[src/rtl/div_volt_if.sv]
// Request/response bundle for the div_volt sequential divider.
interface div_volt_if #(
    parameter int ASIZE = 18,
    parameter int BSIZE = 18,
    parameter int PSIZE = 36
);
    logic             in_valid;
    logic             in_ready;
    logic [PSIZE-1:0] dividend;
    logic [BSIZE-1:0] divisor;
    logic             out_valid;
    logic             out_ready;
    logic [ASIZE-1:0] quotient;
    logic [BSIZE-1:0] remainder;
    logic             ovf;
    logic             dz;

    modport master (
        output in_valid, dividend, divisor, out_ready,
        input  in_ready, out_valid, quotient, remainder, ovf, dz
    );

    modport slave (
        input  in_valid, dividend, divisor, out_ready,
        output in_ready, out_valid, quotient, remainder, ovf, dz
    );
endinterface

[src/rtl/div_volt.sv]
// Radix-2 restoring signed divider (scaled product / scale factor -> saturated quotient).
// Define DIV_VOLT_ROUND_EN to round the quotient half away from zero instead of truncating.
module div_volt #(
    parameter int ASIZE = 18,
    parameter int BSIZE = 18,
    parameter int PSIZE = ASIZE + BSIZE
) (
    input  logic     clk,
    input  logic     rst_n,
    div_volt_if.slave bus
);
    localparam int CW = $clog2(PSIZE);
    localparam logic [PSIZE:0]   QLIM = (PSIZE+1)'(1) << (ASIZE-1);
    localparam logic [ASIZE-1:0] QMAX = {1'b0, {(ASIZE-1){1'b1}}};
    localparam logic [ASIZE-1:0] QMIN = {1'b1, {(ASIZE-1){1'b0}}};

    typedef enum logic [1:0] {IDLE, CALC, FIX, DONE} state_t;
    state_t state, state_nx;

    logic [CW-1:0]    cnt;
    logic [PSIZE-1:0] dvd, qmag;
    logic [BSIZE-1:0] dsr;
    logic [BSIZE:0]   rem;
    logic [PSIZE:0]   q_abs;
    logic             sign_q, sign_r, dz_r, fix_ph;
    logic [ASIZE-1:0] q_out;
    logic [BSIZE-1:0] r_out;
    logic             ovf_out, dz_out, out_vld;
    logic             ready, accept;

    // ---------------- control ----------------
    always_ff @(posedge clk or negedge rst_n) begin
        if (!rst_n) state <= IDLE;
        else        state <= state_nx;
    end

    always_comb begin
        state_nx = state;
        ready    = 1'b0;
        case (state)
            IDLE: begin
                ready = 1'b1;
                if (bus.in_valid) state_nx = CALC;
            end
            CALC: if (cnt == CW'(PSIZE-1)) state_nx = FIX;
            FIX:  if (fix_ph) state_nx = DONE;
            DONE: if (bus.out_ready) state_nx = IDLE;
            default: state_nx = IDLE;
        endcase
    end

    assign accept = bus.in_valid & ready;

    // ---------------- datapath ----------------
    // Unsigned negate maps the most-negative value onto its exact magnitude.
    logic [PSIZE-1:0] a_abs;
    logic [BSIZE-1:0] b_abs;
    assign a_abs = bus.dividend[PSIZE-1] ? (~bus.dividend + 1'b1) : bus.dividend;
    assign b_abs = bus.divisor[BSIZE-1]  ? (~bus.divisor + 1'b1)  : bus.divisor;

    logic [BSIZE:0] rem_sh, rem_nx;
    logic           ge;
    assign rem_sh = {rem[BSIZE-1:0], dvd[PSIZE-1]};
    assign ge     = rem_sh >= {1'b0, dsr};
    assign rem_nx = ge ? (rem_sh - {1'b0, dsr}) : rem_sh;

    logic rnd;
`ifdef DIV_VOLT_ROUND_EN
    assign rnd = !dz_r && ({rem, 1'b0} >= {2'b00, dsr});
`else
    assign rnd = 1'b0;
`endif

    // Partial remainder stays below the divisor, so its top bit only matters for rounding.
    logic unused_rem_msb;
    assign unused_rem_msb = rem[BSIZE];

    logic             neg, pos_ovf, neg_ovf, ovf_fix;
    logic [ASIZE-1:0] q_fix;
    logic [BSIZE-1:0] r_fix, rmag;

    always_comb begin
        neg     = sign_q && (q_abs != '0);
        pos_ovf = q_abs >= QLIM;
        neg_ovf = q_abs > QLIM;
        rmag    = rem[BSIZE-1:0];
        r_fix   = dz_r ? '0 : (sign_r ? (~rmag + 1'b1) : rmag);
        ovf_fix = dz_r | (neg ? neg_ovf : pos_ovf);
        if (dz_r)      q_fix = sign_r ? QMIN : QMAX;
        else if (neg)  q_fix = neg_ovf ? QMIN : (~q_abs[ASIZE-1:0] + 1'b1);
        else           q_fix = pos_ovf ? QMAX : q_abs[ASIZE-1:0];
    end

    // FIX takes two clocks: rounding increment first, then sign/saturate into outputs.
    always_ff @(posedge clk or negedge rst_n) begin
        if (!rst_n) begin
            cnt     <= '0;
            dvd     <= '0;
            dsr     <= '0;
            rem     <= '0;
            qmag    <= '0;
            q_abs   <= '0;
            sign_q  <= 1'b0;
            sign_r  <= 1'b0;
            dz_r    <= 1'b0;
            fix_ph  <= 1'b0;
            q_out   <= '0;
            r_out   <= '0;
            ovf_out <= 1'b0;
            dz_out  <= 1'b0;
            out_vld <= 1'b0;
        end else begin
            case (state)
                IDLE: if (accept) begin
                    dvd    <= a_abs;
                    dsr    <= b_abs;
                    sign_q <= bus.dividend[PSIZE-1] ^ bus.divisor[BSIZE-1];
                    sign_r <= bus.dividend[PSIZE-1];
                    dz_r   <= (bus.divisor == '0);
                    cnt    <= '0;
                    rem    <= '0;
                    qmag   <= '0;
                    fix_ph <= 1'b0;
                end
                CALC: begin
                    dvd  <= {dvd[PSIZE-2:0], 1'b0};
                    rem  <= rem_nx;
                    qmag <= {qmag[PSIZE-2:0], ge};
                    cnt  <= cnt + 1'b1;
                end
                FIX: begin
                    if (!fix_ph) begin
                        q_abs  <= {1'b0, qmag} + {{PSIZE{1'b0}}, rnd};
                        fix_ph <= 1'b1;
                    end else begin
                        fix_ph  <= 1'b0;
                        q_out   <= q_fix;
                        r_out   <= r_fix;
                        ovf_out <= ovf_fix;
                        dz_out  <= dz_r;
                        out_vld <= 1'b1;
                    end
                end
                DONE: if (bus.out_ready) out_vld <= 1'b0;
                default: ;
            endcase
        end
    end

    assign bus.in_ready  = ready;
    assign bus.out_valid = out_vld;
    assign bus.quotient  = q_out;
    assign bus.remainder = r_out;
    assign bus.ovf       = ovf_out;
    assign bus.dz        = dz_out;
endmodule

[src/flat_wrapper.sv]
// flat-port wrapper written by rule: the top's interface ports become plain ports
module div_volt_flat 
#(
    parameter int ASIZE = 18,
    parameter int BSIZE = 18,
    parameter int PSIZE = ASIZE + BSIZE
)
  (clk, rst_n, bus_in_valid, bus_dividend, bus_divisor, bus_out_ready, bus_in_ready, bus_out_valid, bus_quotient, bus_remainder, bus_ovf, bus_dz);
  div_volt_if #(.ASIZE(ASIZE), .BSIZE(BSIZE), .PSIZE(PSIZE)) bus_i ();
  input  logic clk;
  input  logic rst_n;
  input wire logic [$bits(bus_i.in_valid)-1:0] bus_in_valid;
  input wire logic [$bits(bus_i.dividend)-1:0] bus_dividend;
  input wire logic [$bits(bus_i.divisor)-1:0] bus_divisor;
  input wire logic [$bits(bus_i.out_ready)-1:0] bus_out_ready;
  output wire logic [$bits(bus_i.in_ready)-1:0] bus_in_ready;
  output wire logic [$bits(bus_i.out_valid)-1:0] bus_out_valid;
  output wire logic [$bits(bus_i.quotient)-1:0] bus_quotient;
  output wire logic [$bits(bus_i.remainder)-1:0] bus_remainder;
  output wire logic [$bits(bus_i.ovf)-1:0] bus_ovf;
  output wire logic [$bits(bus_i.dz)-1:0] bus_dz;
  assign bus_i.in_valid = bus_in_valid;
  assign bus_i.dividend = bus_dividend;
  assign bus_i.divisor = bus_divisor;
  assign bus_i.out_ready = bus_out_ready;
  assign bus_in_ready = bus_i.in_ready;
  assign bus_out_valid = bus_i.out_valid;
  assign bus_quotient = bus_i.quotient;
  assign bus_remainder = bus_i.remainder;
  assign bus_ovf = bus_i.ovf;
  assign bus_dz = bus_i.dz;
  div_volt #(.ASIZE(ASIZE), .BSIZE(BSIZE), .PSIZE(PSIZE)) u_core (.clk(clk), .rst_n(rst_n), .bus(bus_i));
endmodule
[config.mk]
export PLATFORM = sky130hd
export DESIGN_NAME = div_volt_flat
export DESIGN_NICKNAME = d
export VERILOG_FILES = /design/src/rtl/div_volt_if.sv /design/src/rtl/div_volt.sv /design/src/flat_wrapper.sv
export SDC_FILE = /design/constraint.sdc
export NUM_CORES = 1
export LEC_CHECK = 0
export ABC_AREA = 1
export ABC_CLOCK_PERIOD_IN_PS = 2400
export CORE_ASPECT_RATIO = 1.4
export CORE_MARGIN = 10
export CORE_UTILIZATION = 45
export CTS_CLUSTER_DIAMETER = 60
export DETAILED_ROUTE_END_ITERATION = 12
export GPL_TIMING_DRIVEN = 0
export MAX_ROUTING_LAYER = met4
export SETUP_SLACK_MARGIN = 0.02
export SYNTH_ARGS = -nofsm -noshare
export SYNTH_HDL_FRONTEND = slang
export SYNTH_SLANG_ARGS = --single-unit
[constraint.sdc]
create_clock -name clk -period 2.4 [get_ports clk]
set_input_delay 0.24 -clock clk [delete_from_list [all_inputs] [get_ports clk]]
set_output_delay 0.24 -clock clk [all_outputs]
set_load 0.03 [all_outputs]
# Word-level counts from Yosys, hierarchy flattened

Index checks and enable logic that the tools add are counted.

Input bits: 58
Flip-flop bits (word level): 195
Logic and storage cells: 87
Memories kept: 0
Output and inout bits: 40
Bits in latches: 0
Bits in read-only memories: 0
RAM bits: 0

Shifts and indexed selects: 0
Order comparisons: 3
Bitwise gates (word level): 8
Equality and inequality tests: 9
Div/mod/pow operators: 0
Multiply operators: 0
Add/subtract/negate cells: 6
Reductions and logical operators: 14
Muxes and demuxes: 31

Operators with widths:

| kind                  | number |
|---|---|
| $mux 18               | 10 |
| $pmux 36 s2           | 2 |
| $mux 36               | 3 |
| $add 18x1->18 const B | 3 |
| $not 18->18           | 3 |
| $reduce_bool 37->1    | 1 |
| $add 36x1->36 const B | 1 |
| $ge 36x18->1 const B  | 1 |
| $gt 36x18->1 const B  | 1 |
| $not 36->36           | 1 |
| $pmux 18 s2           | 1 |
| $ge 19x18->1          | 1 |
| $logic_not 18->1      | 1 |
| $sub 18x18->18        | 1 |
| $pmux 6 s2            | 1 |
| $reduce_and 2->1      | 5 |
| $mux 2                | 4 |
| $pmux 2 s4            | 1 |
| $add 6x1->6 const B   | 1 |
| $eq 6x6->1 const B    | 1 |
| $mux 1                | 6 |
| $mux 6                | 1 |
| $ne 2x1->1 const B    | 3 |
| $reduce_bool 2->1     | 3 |
| other kinds (12)      | 15 |

# Logic depth before layout (Yosys ltp)

Depth in word-level cells: 5
Depth in mapped cells: 16
Depth with buffers taken out: 16

# Worst setup path before layout

OpenSTA, ideal clock, no wires.

Path type: reg2reg
Start: reg u_core.rem[8]
End: reg u_core.rem[8]
Cell stages (with the launch flop): 11
Data arrival time: 1.778 ns
Library setup time: 0.130 ns
Path slack: 0.492 ns
Buffers on the path: 1
Required time: 2.270 ns
Clock period less this slack: 1.908 ns
Path through: dfrtp_1 -> ha_1 -> nand2_1 -> nor2_1 -> nand2_1 -> nor2_1 -> a21oi_2 -> buf_2 -> nand3_1 -> nand3_1 -> o21ai_0

Cells in the longest elaborated chain, start to end: 3

Ends and longest elaborated chain:

| what                     | line            | text |
|---|---|---|
| start: declaration       | div_volt.sv:23  | `logic [BSIZE:0] rem;` |
| start signal: assignment | div_volt.sv:127 | `rem <= rem_nx;` |
| $ge 19x18->1             | div_volt.sv:64  | `assign ge = rem_sh >= {1'b0, dsr};` |
| $mux 18                  | div_volt.sv:65  | `assign rem_nx = ge ? (rem_sh - {1'b0, dsr}) : rem_sh;` |
| $pmux 18 s2              | div_volt.sv:113 | `case (state)` |

No other way between the ends.
A chain may end at the register's enable or synchronous reset.

# Worst setup path after layout

Start: reg u_core.state[0]
End: out bus_in_ready

Cells in the longest elaborated chain, start to end: 2

Ends and longest elaborated chain:

| what                     | line               | text |
|---|---|---|
| start: declaration       | div_volt.sv:18     | `state_t state, state_nx;` |
| start signal: assignment | div_volt.sv:34     | `else state <= state_nx;` |
| $logic_not 2->1          | div_volt.sv:40     | `case (state)` |
| $mux 1                   | div_volt.sv:40     |  |
| end: declaration         | flat_wrapper.sv:16 | `output wire logic [$bits(bus_i.in_ready)-1:0] bus_in_ready;` |

No other way between the ends.

==> metrics.md <==
| Metric | Value |
|---|---|
| Total global-route track usage | `21.1%` |
| Core Area | `roughly 26000 um^2` |
| Final setup viols | `0` |
| CP startpoint kind | `flop` |
| Netlist cell types | `47` |
| Post-DP Area | `between 10000 and 15000 um^2` |
| DIE WIDTH | `between 150 and 200 um` |
| Reg-to-Reg Start | `u_core.rem[4]$_DFFE_PN0P_` |
| RSZ-0062 raised after global routing | `no` |
| Starting Density | `between 40% and 50%` |
| FMAX | `between 400 and 500 MHz` |
| Antenna violations before repair | `0` |
| Post-synthesis average cell area | `7.07 um^2` |
| Cell count after synthesis | `around 1700` |
| Worst Skew | `0.0147 ns` |
| Ports | `98` |
| Initial DRC Count | `roughly 730` |
| Worst hold start | `bus_divisor[17]` |
| Worst Path Max Fanout | `5` |
| Main synth FF type | `dfrtp_1` |
| Vias | `between 10000 and 15000` |
| Reg2reg end | `u_core.rem[8]$_DFFE_PN0P_` |
| Num CTS Buffers | `17` |
| HP Class | `in -> reg` |
| Largest net degree at the start of global routing | `123` |
| P&R area growth vs syn | `18.4%` |
| Number of cells on the critical path | `3` |
| Non-Filler Instances | `between 2000 and 2500` |
| Setup Fix Bufs, Post-CTS | `0` |
| Post-route ant nets | `0` |
| Mapped cell area | `approximately 12000 um^2` |
| Crit path max-delay family | `buffers and inverters` |
| Max-slew headroom | `a little under three fifths` |
| Die boundary height | `around 210 um` |
| Synthesized flop and latch total | `195` |
| Detailed Routing Iterations Pass 1 | `5` |
| Worst path cell trace | `inv_1 > ha_1 > clkdlybuf4s50_1` |
| Layout cell share with drive strength beyond 1 | `roughly 5.7%` |
| Worst R2R Path Depth | `10` |
| Power Total | `approximately 20000 uW` |
| Hold slack | `around 0.33 ns` |
| Final wirelength | `between 30000 and 40000 um` |
| Vias in the first global route | `10967` |
| Most frequent cells in the layout | `nand2_1 (458), nor2_1 (202), dfrtp_1 (195)` |
| Pwr Density | `approximately 1400 nW/um^2` |
| Post-Layout Inst Area | `between 10000 and 15000 um^2` |
| Register-to-Register Setup Slack | `0.15 ns` |
| First-pass GRT wire length | `approximately 55000 um` |
| Hold path cells | `4` |
| Critical Path AT | `about 2.0 ns` |
| Critical path endpoint category | `output port` |
| Clk pin slew, worst setup/hold paths | `0.08 ns` |
| CTS max path bufs | `2` |
| Mapped Nets | `between 1500 and 2000` |
| Yosys warns | `0` |
| VDD IR max | `between 0.0006 and 0.0007 V` |
| GR Overflow Total | `0` |
| Clk sinks | `between 150 and 200` |
| Diodes inserted | `0` |
| CTS tree | `done` |
| Post-synth ARST share | `100%` |
| Crit path time final | `~2.3 ns` |
| Number of synthesized flops with an enable pin | `0` |
| GPL Wtd Cong | `about 0.95` |
| Rows | `69` |
| P_leak | `0.00680 uW` |
| Die ar. | `about 33000 um^2` |
| Dpl cells | `2072` |
| Clk_lat worst skew | `~0.45 ns` |
| Clock root buffer | `clkbuf_16` |
| Crit path launch | `u_core.state[0]$_DFFE_PN0P_` |
| Number of H-tree levels | `4` |
| Buf/Inv on CP | `2` |
| Maxcap violations | `0` |
| Final hold vios | `0` |
| CP max-delay cell | `clkdlybuf4s50_1` |
| Worst slew pin tran | `0.647 ns` |
| Post-DR vias/cell | `slightly above 5` |
| Remaining DRCs | `0` |
| Kind of critical path | `reg -> out` |
| PortBufs | `95` |
| Max Slew Vio Count | `0` |
| Setup crit end | `bus_in_ready` |
| Outcome | `completed` |
| Post-DP HPWL | `~26000 um` |
| Register area share after synthesis | `41.6%` |
| Max stage delay on crit path | `~0.77 ns` |
| Req. time, crit path | `between 2 and 2.5 ns` |
| WL/cell | `approximately 16 um` |
| Final #Nets | `about 1900` |
| Post-route clock period utilization | `94.3%` |
| Most common cell after layout, fill and taps aside | `nand2_1` |
| Sum of negative setup slack | `0 ns` |
[worst min-delay path, cell delays in order]
cell	delay, ns
clkbuf_1	0.19
nand2_1	0.13
xor2_1	0.06
o21ai_0	0.12
[flip-flops by register name (all words and copies together) (netlist names), 2 cells and up]
register and flops:
u_core.bus.remainder 18, u_core.bus.quotient 18, u_core.q_abs 36, u_core.dsr 18, u_core.dvd 36, u_core.cnt 6, u_core.qmag 36, u_core.state 2
u_core.rem 18
[cell families (layout without fill, tap and decap cells)]
logic type      count (synthesis)  in the layout  share of synthesized area (%)
compound gates                296            296                           14.0
xor+xnor                       36             36                           2.69
fa+ha+maj                      28             28                           3.05
buf+inv                       255            384                           8.53
flops                         195            195                           41.6
mux                             1              1                         0.0961
simple gates                  846            846                           30.0
[area by class of cell]
class | count | area (um^2)
multi-input combinational | 1207 | 5950
inverter | 195 | 734
timing repair buffer | 97 | 993
buffer | 60 | 273
tap | 319 | 399
clock buffer | 18 | 429
fill | 2597 | 11700
sequential | 195 | 4880
clock inverter | 14 | 211
[how the worst min path moves through the flow]
stage | endpoint
after floorplan | u_core.bus.dz$_DFFE_PN0P_
after global placement | u_core.dvd[25]$_DFFE_PN0P_
after detailed placement | u_core.qmag[23]$_DFFE_PN0P_
after CTS | u_core.dsr[3]$_DFFE_PN0P_
after global routing | u_core.dsr[3]$_DFFE_PN0P_
final | u_core.dsr[4]$_DFFE_PN0P_
[power breakdown]
| group | switching [uW] | internal [uW] | total [uW] |
|---|---|---|---|
| Sequential | 849 | 4550 | 5400 |
| Combinational | 7200 | 3980 | 11200 |
| Clock | 1470 | 1610 | 3080 |
| Total | 9520 | 10100 | 19700 |
[timing repair]
action	4_1_cts	5_1_grt
gates resized for setup	2	22
hold buffers	1	0
hold endpoints to repair	73	0
setup endpoints to repair	5	72
pin swaps	0	1
[layer usage]
metal / track usage, % / wire, um / vias to the layer above / share of wire, %
li1: - / - / 5588 / -
met1: 24.3 / 14200 / 5100 / 43
met2: 37.1 / 17300 / 189 / 52
met3: 2.69 / 910 / 45 / 2.7
met4: 6.79 / 741 / 0 / 2.2
met5: - / 0 / - / 0
[synthesized netlist by cell type, types with 2 or more instances]
| library cell | count | area, um^2 |
|---|---|---|
| dfrtp_1 | 195 | 4880 |
| nand4_1 | 13 | 81.3 |
| xnor2_1 | 12 | 105 |
| o31ai_1 | 3 | 22.5 |
| a21oi_1 | 76 | 380 |
| inv_1 | 191 | 717 |
| nor2_1 | 204 | 766 |
| a21o_1 | 4 | 30.0 |
| nand3b_1 | 8 | 60.1 |
| buf_6 | 3 | 33.8 |
| ha_1 | 27 | 338 |
| clkbuf_1 | 42 | 158 |
| o21ai_0 | 140 | 701 |
| a32o_1 | 4 | 40.0 |
| nand2_2 | 5 | 31.3 |
| buf_2 | 11 | 55.1 |
| and3_1 | 2 | 12.5 |
| nor3_1 | 14 | 70.1 |
| xor2_1 | 24 | 210 |
| nand2_1 | 458 | 1720 |
| or2_2 | 6 | 37.5 |
| nor2_2 | 4 | 25.0 |
| nor4_1 | 3 | 18.8 |
| a21oi_2 | 11 | 96.3 |
| nand3_1 | 120 | 601 |
| o211ai_1 | 7 | 52.6 |
| buf_1 | 3 | 11.3 |
| o21ai_1 | 8 | 40.0 |
| inv_2 | 2 | 7.51 |
| nand2_4 | 4 | 45.0 |
| o22ai_1 | 37 | 231 |
[through the flow]
step                      util (%)  setup WS (ns)
final                         54.3          0.137
after global routing          54.3         0.0114
after global placement        51.1          -7.35
after floorplan                  -          0.492
after CTS                     53.8         0.0836
after detailed placement      51.3        -0.0517
Power figures use the tool's default switching activity.
